===== src/rtl/wdt_kick.sv =====
// Heartbeat (kick) generator for the watchdog interface.
// kick_out toggles every HALF_PERIOD slow ticks while the supervised logic
// keeps strobing `alive`. If the strobes stop for ALIVE_WINDOW ticks, the
// heartbeat freezes so the watchdog can trip. After a watchdog reset the
// block holds off for HOLDOFF ticks and then resumes.
module wdt_kick #(
    parameter logic [15:0] HALF_PERIOD  = 16'd20,
    parameter logic [15:0] ALIVE_WINDOW = 16'd100,
    parameter logic [15:0] HOLDOFF      = 16'd10
) (
    input  logic       clk,
    input  logic       reset,
    input  logic       clk_1kHz,
    input  logic       enable,
    input  logic       alive,
    input  logic       wdt_reset_in,
    output logic       kick_out,
    output logic       fault,
    output logic [7:0] restart_count
);

    typedef enum logic [1:0] {
        IDLE    = 2'd0,
        RUN     = 2'd1,
        STARVED = 2'd2,
        HOLD    = 2'd3
    } state_t;

    state_t      state_q, state_d;
    logic        s1_q, s1_d;
    logic        s2_q, s2_d;
    logic        wdt_prev_q, wdt_prev_d;
    logic [15:0] half_cnt_q, half_cnt_d;
    logic [15:0] alive_cnt_q, alive_cnt_d;
    logic [15:0] hold_cnt_q, hold_cnt_d;
    logic        kick_q, kick_d;
    logic        fault_q, fault_d;
    logic [7:0]  restart_q, restart_d;

    logic        tick;
    logic        wdt_rise;

    // The slow timebase is treated as data: one-clk pulse on its synchronised rising edge.
    assign tick     = s1_q & ~s2_q;
    assign wdt_rise = wdt_reset_in & ~wdt_prev_q;

    // Next-state and output logic, priority: enable low > watchdog reset edge > state behaviour.
    always_comb begin
        state_d     = state_q;
        s1_d        = clk_1kHz;
        s2_d        = s1_q;
        wdt_prev_d  = wdt_reset_in;
        half_cnt_d  = half_cnt_q;
        alive_cnt_d = alive_cnt_q;
        hold_cnt_d  = hold_cnt_q;
        kick_d      = kick_q;
        fault_d     = fault_q;
        restart_d   = restart_q;

        if (!enable) begin
            state_d     = IDLE;
            kick_d      = 1'b0;
            fault_d     = 1'b0;
            half_cnt_d  = 16'd0;
            alive_cnt_d = 16'd0;
            hold_cnt_d  = 16'd0;
        end else if ((state_q != IDLE) && wdt_rise) begin
            // Watchdog fired (or fired again): restart the hold-off period.
            state_d     = HOLD;
            kick_d      = 1'b0;
            fault_d     = 1'b0;
            half_cnt_d  = 16'd0;
            alive_cnt_d = 16'd0;
            hold_cnt_d  = 16'd0;
            if (restart_q != 8'hFF) begin
                restart_d = restart_q + 8'd1;
            end
        end else begin
            case (state_q)
                IDLE: begin
                    state_d     = RUN;
                    half_cnt_d  = 16'd0;
                    alive_cnt_d = 16'd0;
                    hold_cnt_d  = 16'd0;
                end
                RUN: begin
                    if (tick && !alive && (alive_cnt_q == ALIVE_WINDOW - 16'd1)) begin
                        // Starvation wins over a same-tick toggle: heartbeat freezes as is.
                        state_d     = STARVED;
                        fault_d     = 1'b1;
                        half_cnt_d  = 16'd0;
                        alive_cnt_d = 16'd0;
                    end else begin
                        if (tick) begin
                            if (half_cnt_q == HALF_PERIOD - 16'd1) begin
                                kick_d     = ~kick_q;
                                half_cnt_d = 16'd0;
                            end else begin
                                half_cnt_d = half_cnt_q + 16'd1;
                            end
                        end
                        if (alive) begin
                            alive_cnt_d = 16'd0;
                        end else if (tick) begin
                            alive_cnt_d = alive_cnt_q + 16'd1;
                        end
                    end
                end
                STARVED: begin
                    half_cnt_d  = 16'd0;
                    alive_cnt_d = 16'd0;
                    if (alive) begin
                        state_d = RUN;
                        fault_d = 1'b0;
                    end
                end
                HOLD: begin
                    kick_d = 1'b0;
                    if (wdt_reset_in) begin
                        hold_cnt_d = 16'd0;
                    end else if (tick) begin
                        if (hold_cnt_q == HOLDOFF - 16'd1) begin
                            state_d     = RUN;
                            hold_cnt_d  = 16'd0;
                            half_cnt_d  = 16'd0;
                            alive_cnt_d = 16'd0;
                        end else begin
                            hold_cnt_d = hold_cnt_q + 16'd1;
                        end
                    end
                end
                default: begin
                    state_d = IDLE;
                    kick_d  = 1'b0;
                    fault_d = 1'b0;
                end
            endcase
        end
    end

    // State, counter and output registers with synchronous reset.
    always_ff @(posedge clk) begin
        if (reset) begin
            state_q     <= IDLE;
            s1_q        <= 1'b0;
            s2_q        <= 1'b0;
            wdt_prev_q  <= 1'b0;
            half_cnt_q  <= 16'd0;
            alive_cnt_q <= 16'd0;
            hold_cnt_q  <= 16'd0;
            kick_q      <= 1'b0;
            fault_q     <= 1'b0;
            restart_q   <= 8'd0;
        end else begin
            state_q     <= state_d;
            s1_q        <= s1_d;
            s2_q        <= s2_d;
            wdt_prev_q  <= wdt_prev_d;
            half_cnt_q  <= half_cnt_d;
            alive_cnt_q <= alive_cnt_d;
            hold_cnt_q  <= hold_cnt_d;
            kick_q      <= kick_d;
            fault_q     <= fault_d;
            restart_q   <= restart_d;
        end
    end

    assign kick_out      = kick_q;
    assign fault         = fault_q;
    assign restart_count = restart_q;

endmodule


===== config.mk =====
export PLATFORM = sky130hd
export DESIGN_NAME = wdt_kick
export DESIGN_NICKNAME = d
export VERILOG_FILES = /design/src/rtl/wdt_kick.sv
export SDC_FILE = /design/constraint.sdc
export NUM_CORES = 1
export LEC_CHECK = 0
export CORE_ASPECT_RATIO = 2
export CORE_MARGIN = 4
export CORE_UTILIZATION = 45
export DETAILED_ROUTE_END_ITERATION = 6
export GPL_TIMING_DRIVEN = 0
export PLACE_DENSITY = 0.74
export SYNTH_ARGS = -nofsm -noshare
export SYNTH_HDL_FRONTEND = slang
export SYNTH_SLANG_ARGS = --single-unit

===== constraint.sdc =====
create_clock -name clk -period 1.86 [get_ports clk]
set_input_delay 0.186 -clock clk [delete_from_list [all_inputs] [get_ports clk]]
set_output_delay 0.186 -clock clk [all_outputs]
set_load 0.01 [all_outputs]

==> results <==
- The die covers between 8000 and 9000 µm².
- The maximum root-to-sink buffer count is 2.
- Measured in cells, the most critical reg-to-reg path has a length of 9.
- The wire-length estimate of the detail-placed layout is 5.79 mm.
- The number of enable-type register cells in the synthesized netlist is 0.
- The worst pin sits at a relative slew slack of 66.5%.
- The worst setup path is launched from a flop.
- The number of DRC markers after the initial detailed-route iteration is 138.
- The width of the die is between 60 and 70 µm.
- Among all cell types in the netlist, the one instantiated most often is sky130_fd_sc_hd__dfxtp_1.
- The worst slack after detailed placement is -0.753 ns.
- Across the run, the number of max-cap violations was 0.
- The average cell area after synthesis is approximately 8.5 µm².
- In this run the count of I/O pins placed on the die edge is 16.
- The signal arrival time at the worst endpoint is 2.24 ns.
- The worst hold path stage count is 2.
- Relative to the synthesized area, the layout overhead comes to 33.0%.
- The weighted congestion at the end of routability-driven global placement is ~0.86.
- The critical path in this run is classified as flop to flop.
- The register bit count reported by yosys is 63.
- The final reports fail on setup timing.
- The post-detailed-routing wire length is slightly below 9 mm.
- The number of hold violations in the final report is 0.
- The region available for standard cell placement spans 7210 µm².
- Synthesis produced 388 cells.
- The final count of pins violating max slew is 0.
- After synthesis, the netlist uses between 50 and 60 different library cells.
- In the global route stage, overall resource usage came out at 20.7%.
- Based on the critical path, the design can be clocked at up to around 500 MHz.
- After synthesis the cells add up to about 3300 µm².
- The Yosys step of the flow raised 0 warnings.
- The detailed-router iteration count before antenna repair is 4.
- Setup repair after global routing could not meet its margin everywhere.
- The clock tree from TritonCTS is built.
- The sequential share of the synthesized area is between 30% and 40%.
- For this run, the number of standard cells in the final layout without fillers is 532.
- The type of the most critical hold path is primary input to flop.
- The tree built by TritonCTS fans out to 63 sinks.
- Data on the critical path is required at its endpoint by around 2.1 ns.
- The shortest period the worst path allows is about 2.0 ns.
- Synthesis produced a netlist with a net count of about 400.
- The instance count after placement with tap cells included is between 400 and 500.
- The average wire length per cell after detail routing is 16.7 µm.
- Clock skew on the completed layout was measured at 0.00489 ns.
- Hold repair after CTS inserted 0 buffers.
- In this run the biggest area consumer among cell types represents between 30% and 40% of the synthesized area.
- Buffers placed on the I/O ports in this run total 15.
- Summing all non-filler instances in the final layout gives an area of 4400 µm².
- The worst path uses 106% of the clock period.
- The number of global-route vias before repair is roughly 3100.
- The first global-routing pass estimated 14.0 mm of wire.
- The overall power of the completed layout is 0.00314 W.
- Setup violations remaining at the end of the flow were counted as 25.
- The total global routing overflow is 0.
- The number of antenna violations at the first check in global routing was 0.
- The count of antenna-violating nets left after detailed routing is 0.
- The peak supply drop is 0.000620 V.
- The synthesized design spends more area on one cell type than any other, namely sky130_fd_sc_hd__dfxtp_1.
- The largest net degree at the start of global routing is 11.
- The clock latency of the later-clocked register in the worst-skew pair is 0.33 ns.
- The placed instances occupy a cell area of 3590 µm².
- The number of diodes added for antenna fixing is 0.
- The H-tree generated during clock tree synthesis spans 3 levels.
- The number of core rows is 44.
- The net count of the finished layout is between 400 and 500.
- For this design the ratio of total power to cell area is 715 nW/µm².
- The transition time of the tightest slew-check pin is about 0.49 ns.
- Counting instances in the post-synthesis netlist gives the leading cell types as 63 x sky130_fd_sc_hd__dfxtp_1, 44 x sky130_fd_sc_hd__nor2_1, 26 x sky130_fd_sc_hd__a21oi_1, 26 x sky130_fd_sc_hd__nand2_1.
- The share of layout cells above drive strength 1 is 27.3%.
- The post-synthesis async set-or-reset flop share is 0%.
- Summed over all cells, the static leakage comes to 1.34 nW.
- The flow ran to the end, but the final reports show violations.
- Detailed routing inserted a total of 3200 vias.
- The initial standard-cell utilization of the core is 45.8%.
- The critical-path maximum fanout is 6.
- The number of remaining DRC errors is 0.
- Setup slack on the critical path of the routed design comes to -0.116 ns.
- The most used flip-flop cell after synthesis is sky130_fd_sc_hd__dfxtp_1.
- The register clock-pin slew on the reported worst setup and hold paths is 0.05 ns.
- In this run, CTS created clock tree buffers numbering 9.
- In the routed layout, each cell is associated on average with a via count of 6.02.
- By area the synthesized netlist is led by sky130_fd_sc_hd__dfxtp_1 38%, sky130_fd_sc_hd__xnor2_1 5.3%, sky130_fd_sc_hd__nor2_1 5.0%, sky130_fd_sc_hd__a21oi_1 3.9%, sky130_fd_sc_hd__nand3_1 3.0%.
- The height of the chip is 129 µm.
- The clock root buffer is sky130_fd_sc_hd__clkbuf_16.
- The critical path capture point type is a flop.
- The number of fillers in the final layout is 598.
-- timing repair --
item,in CTS,in global routing
resized for setup,38,55
cloned,1,1
pin swaps,19,22
endpoints found under the setup margin,50,54
buffers inserted,15,7
-- critical path, cell delays in order, from the launching register on --
cell                      delay [ns]
sky130_fd_sc_hd__dfxtp_2        0.32
sky130_fd_sc_hd__inv_2          0.06
sky130_fd_sc_hd__ha_4           0.11
sky130_fd_sc_hd__nor4b_4        0.25
sky130_fd_sc_hd__and4_1         0.25
sky130_fd_sc_hd__buf_6          0.16
sky130_fd_sc_hd__a21oi_4        0.08
sky130_fd_sc_hd__buf_6          0.14
sky130_fd_sc_hd__or4_4          0.41
sky130_fd_sc_hd__a21oi_2        0.12
-- state kept, by name, summed over array words and instances (netlist names) --
| signal | cells |
|---|---|
| fault | 1 |
| hold_cnt_q | 16 |
| restart_count | 8 |
| alive_cnt_q | 16 |
| half_cnt_q | 16 |
| s2_q | 1 |
| state_q | 2 |
| wdt_prev_q | 1 |
| s1_q | 1 |
| kick_out | 1 |
-- placed cells by master, fill, tap and decap left out, types with 3 or more instances in the layout --
| cell | n |
|---|---|
| sky130_fd_sc_hd__nand2b_1 | 5 |
| sky130_fd_sc_hd__clkbuf_16 | 9 |
| sky130_fd_sc_hd__and4_1 | 5 |
| sky130_fd_sc_hd__xor2_1 | 10 |
| sky130_fd_sc_hd__nand2_1 | 25 |
| sky130_fd_sc_hd__nor3_1 | 7 |
| sky130_fd_sc_hd__nor2_2 | 3 |
| sky130_fd_sc_hd__clkdlybuf4s50_1 | 13 |
| sky130_fd_sc_hd__a21oi_4 | 3 |
| sky130_fd_sc_hd__xnor2_1 | 20 |
| sky130_fd_sc_hd__mux2i_1 | 3 |
| sky130_fd_sc_hd__a211oi_1 | 11 |
| sky130_fd_sc_hd__inv_1 | 6 |
| sky130_fd_sc_hd__o21ai_0 | 15 |
| sky130_fd_sc_hd__o31ai_1 | 3 |
| sky130_fd_sc_hd__buf_6 | 10 |
| sky130_fd_sc_hd__or4_4 | 4 |
| sky130_fd_sc_hd__nor4b_1 | 3 |
| sky130_fd_sc_hd__nand4_1 | 9 |
| sky130_fd_sc_hd__clkbuf_8 | 5 |
| sky130_fd_sc_hd__or3_1 | 14 |
| sky130_fd_sc_hd__a21oi_1 | 16 |
| sky130_fd_sc_hd__buf_4 | 18 |
| sky130_fd_sc_hd__dfxtp_2 | 10 |
| sky130_fd_sc_hd__nor4_1 | 4 |
| sky130_fd_sc_hd__nor2_1 | 41 |
| sky130_fd_sc_hd__and2_2 | 3 |
| sky130_fd_sc_hd__o21ai_1 | 5 |
| sky130_fd_sc_hd__dfxtp_1 | 51 |
| sky130_fd_sc_hd__nand3_1 | 18 |
| sky130_fd_sc_hd__a211oi_2 | 3 |
| sky130_fd_sc_hd__ha_1 | 3 |
| sky130_fd_sc_hd__a21oi_2 | 10 |
| sky130_fd_sc_hd__nor2b_1 | 7 |
| sky130_fd_sc_hd__or4_1 | 3 |
-- kinds of logic after synthesis --
| group | count (synthesis) | share of synthesized area (%) |
|---|---|---|
| simple gates | 176 | 29.5 |
| xor+xnor | 30 | 7.95 |
| fa+ha+maj | 5 | 1.89 |
| buf+inv | 21 | 3.56 |
| compound gates | 90 | 18.0 |
| flops | 63 | 38.2 |
| mux | 3 | 0.908 |
-- layout make-up --
class | instances | area [µm²] | area share (%)
Multi-Input combinational cell | 304 | 2210 | 50.4
Sequential cell | 63 | 1280 | 29.1
Timing Repair Buffer | 39 | 367 | 8.34
Clock buffer | 14 | 284 | 6.46
Tap cell | 92 | 115 | 2.62
Buffer | 12 | 105 | 2.39
Inverter | 8 | 30.0 | 0.683
-- stage by stage --
step,utilization [%],hold slack (ns),setup TNS (ns)
finish,61.0,0.401,-0.787
global route,61.0,0.415,-4.00
CTS,57.4,0.405,-0.673
detailed placement,49.7,0.476,-24.52
global placement,49.7,0.466,-21.20
floorplan,-,0.258,0
-- power breakdown --
| group | total, W | internal (W) | switching [W] |
|---|---|---|---|
| Clock | 0.00160 | 0.00103 | 0.000572 |
| Combinational | 0.000174 | 0.0000720 | 0.000102 |
| Sequential | 0.00137 | 0.00136 | 0.00000769 |
| Total | 0.00314 | 0.00246 | 0.000682 |
-- metal layers --
| layer | vias up | share of wire [%] | track usage, % |
|---|---|---|---|
| met5 | - | 0 | 0 |
| met4 | 0 | 3.7 | 12.0 |
| met3 | 26 | 3.2 | 5.12 |
| met2 | 74 | 56 | 37.1 |
| met1 | 1573 | 37 | 20.4 |
| li1 | 1527 | - | - |
-- final timing paths --
| kind | to | start | slack [ns] |
|---|---|---|---|
| hold / removal | s1_q | clk_1kHz | 0.40 |
| hold reg to reg | restart_count[6] | restart_count[6] | 0.49 |
| setup reg to reg | half_cnt_q[4] | hold_cnt_q[1] | -0.12 |
| setup / recovery | half_cnt_q[4] | hold_cnt_q[1] | -0.12 |
(Power assumes the default switching activity.)
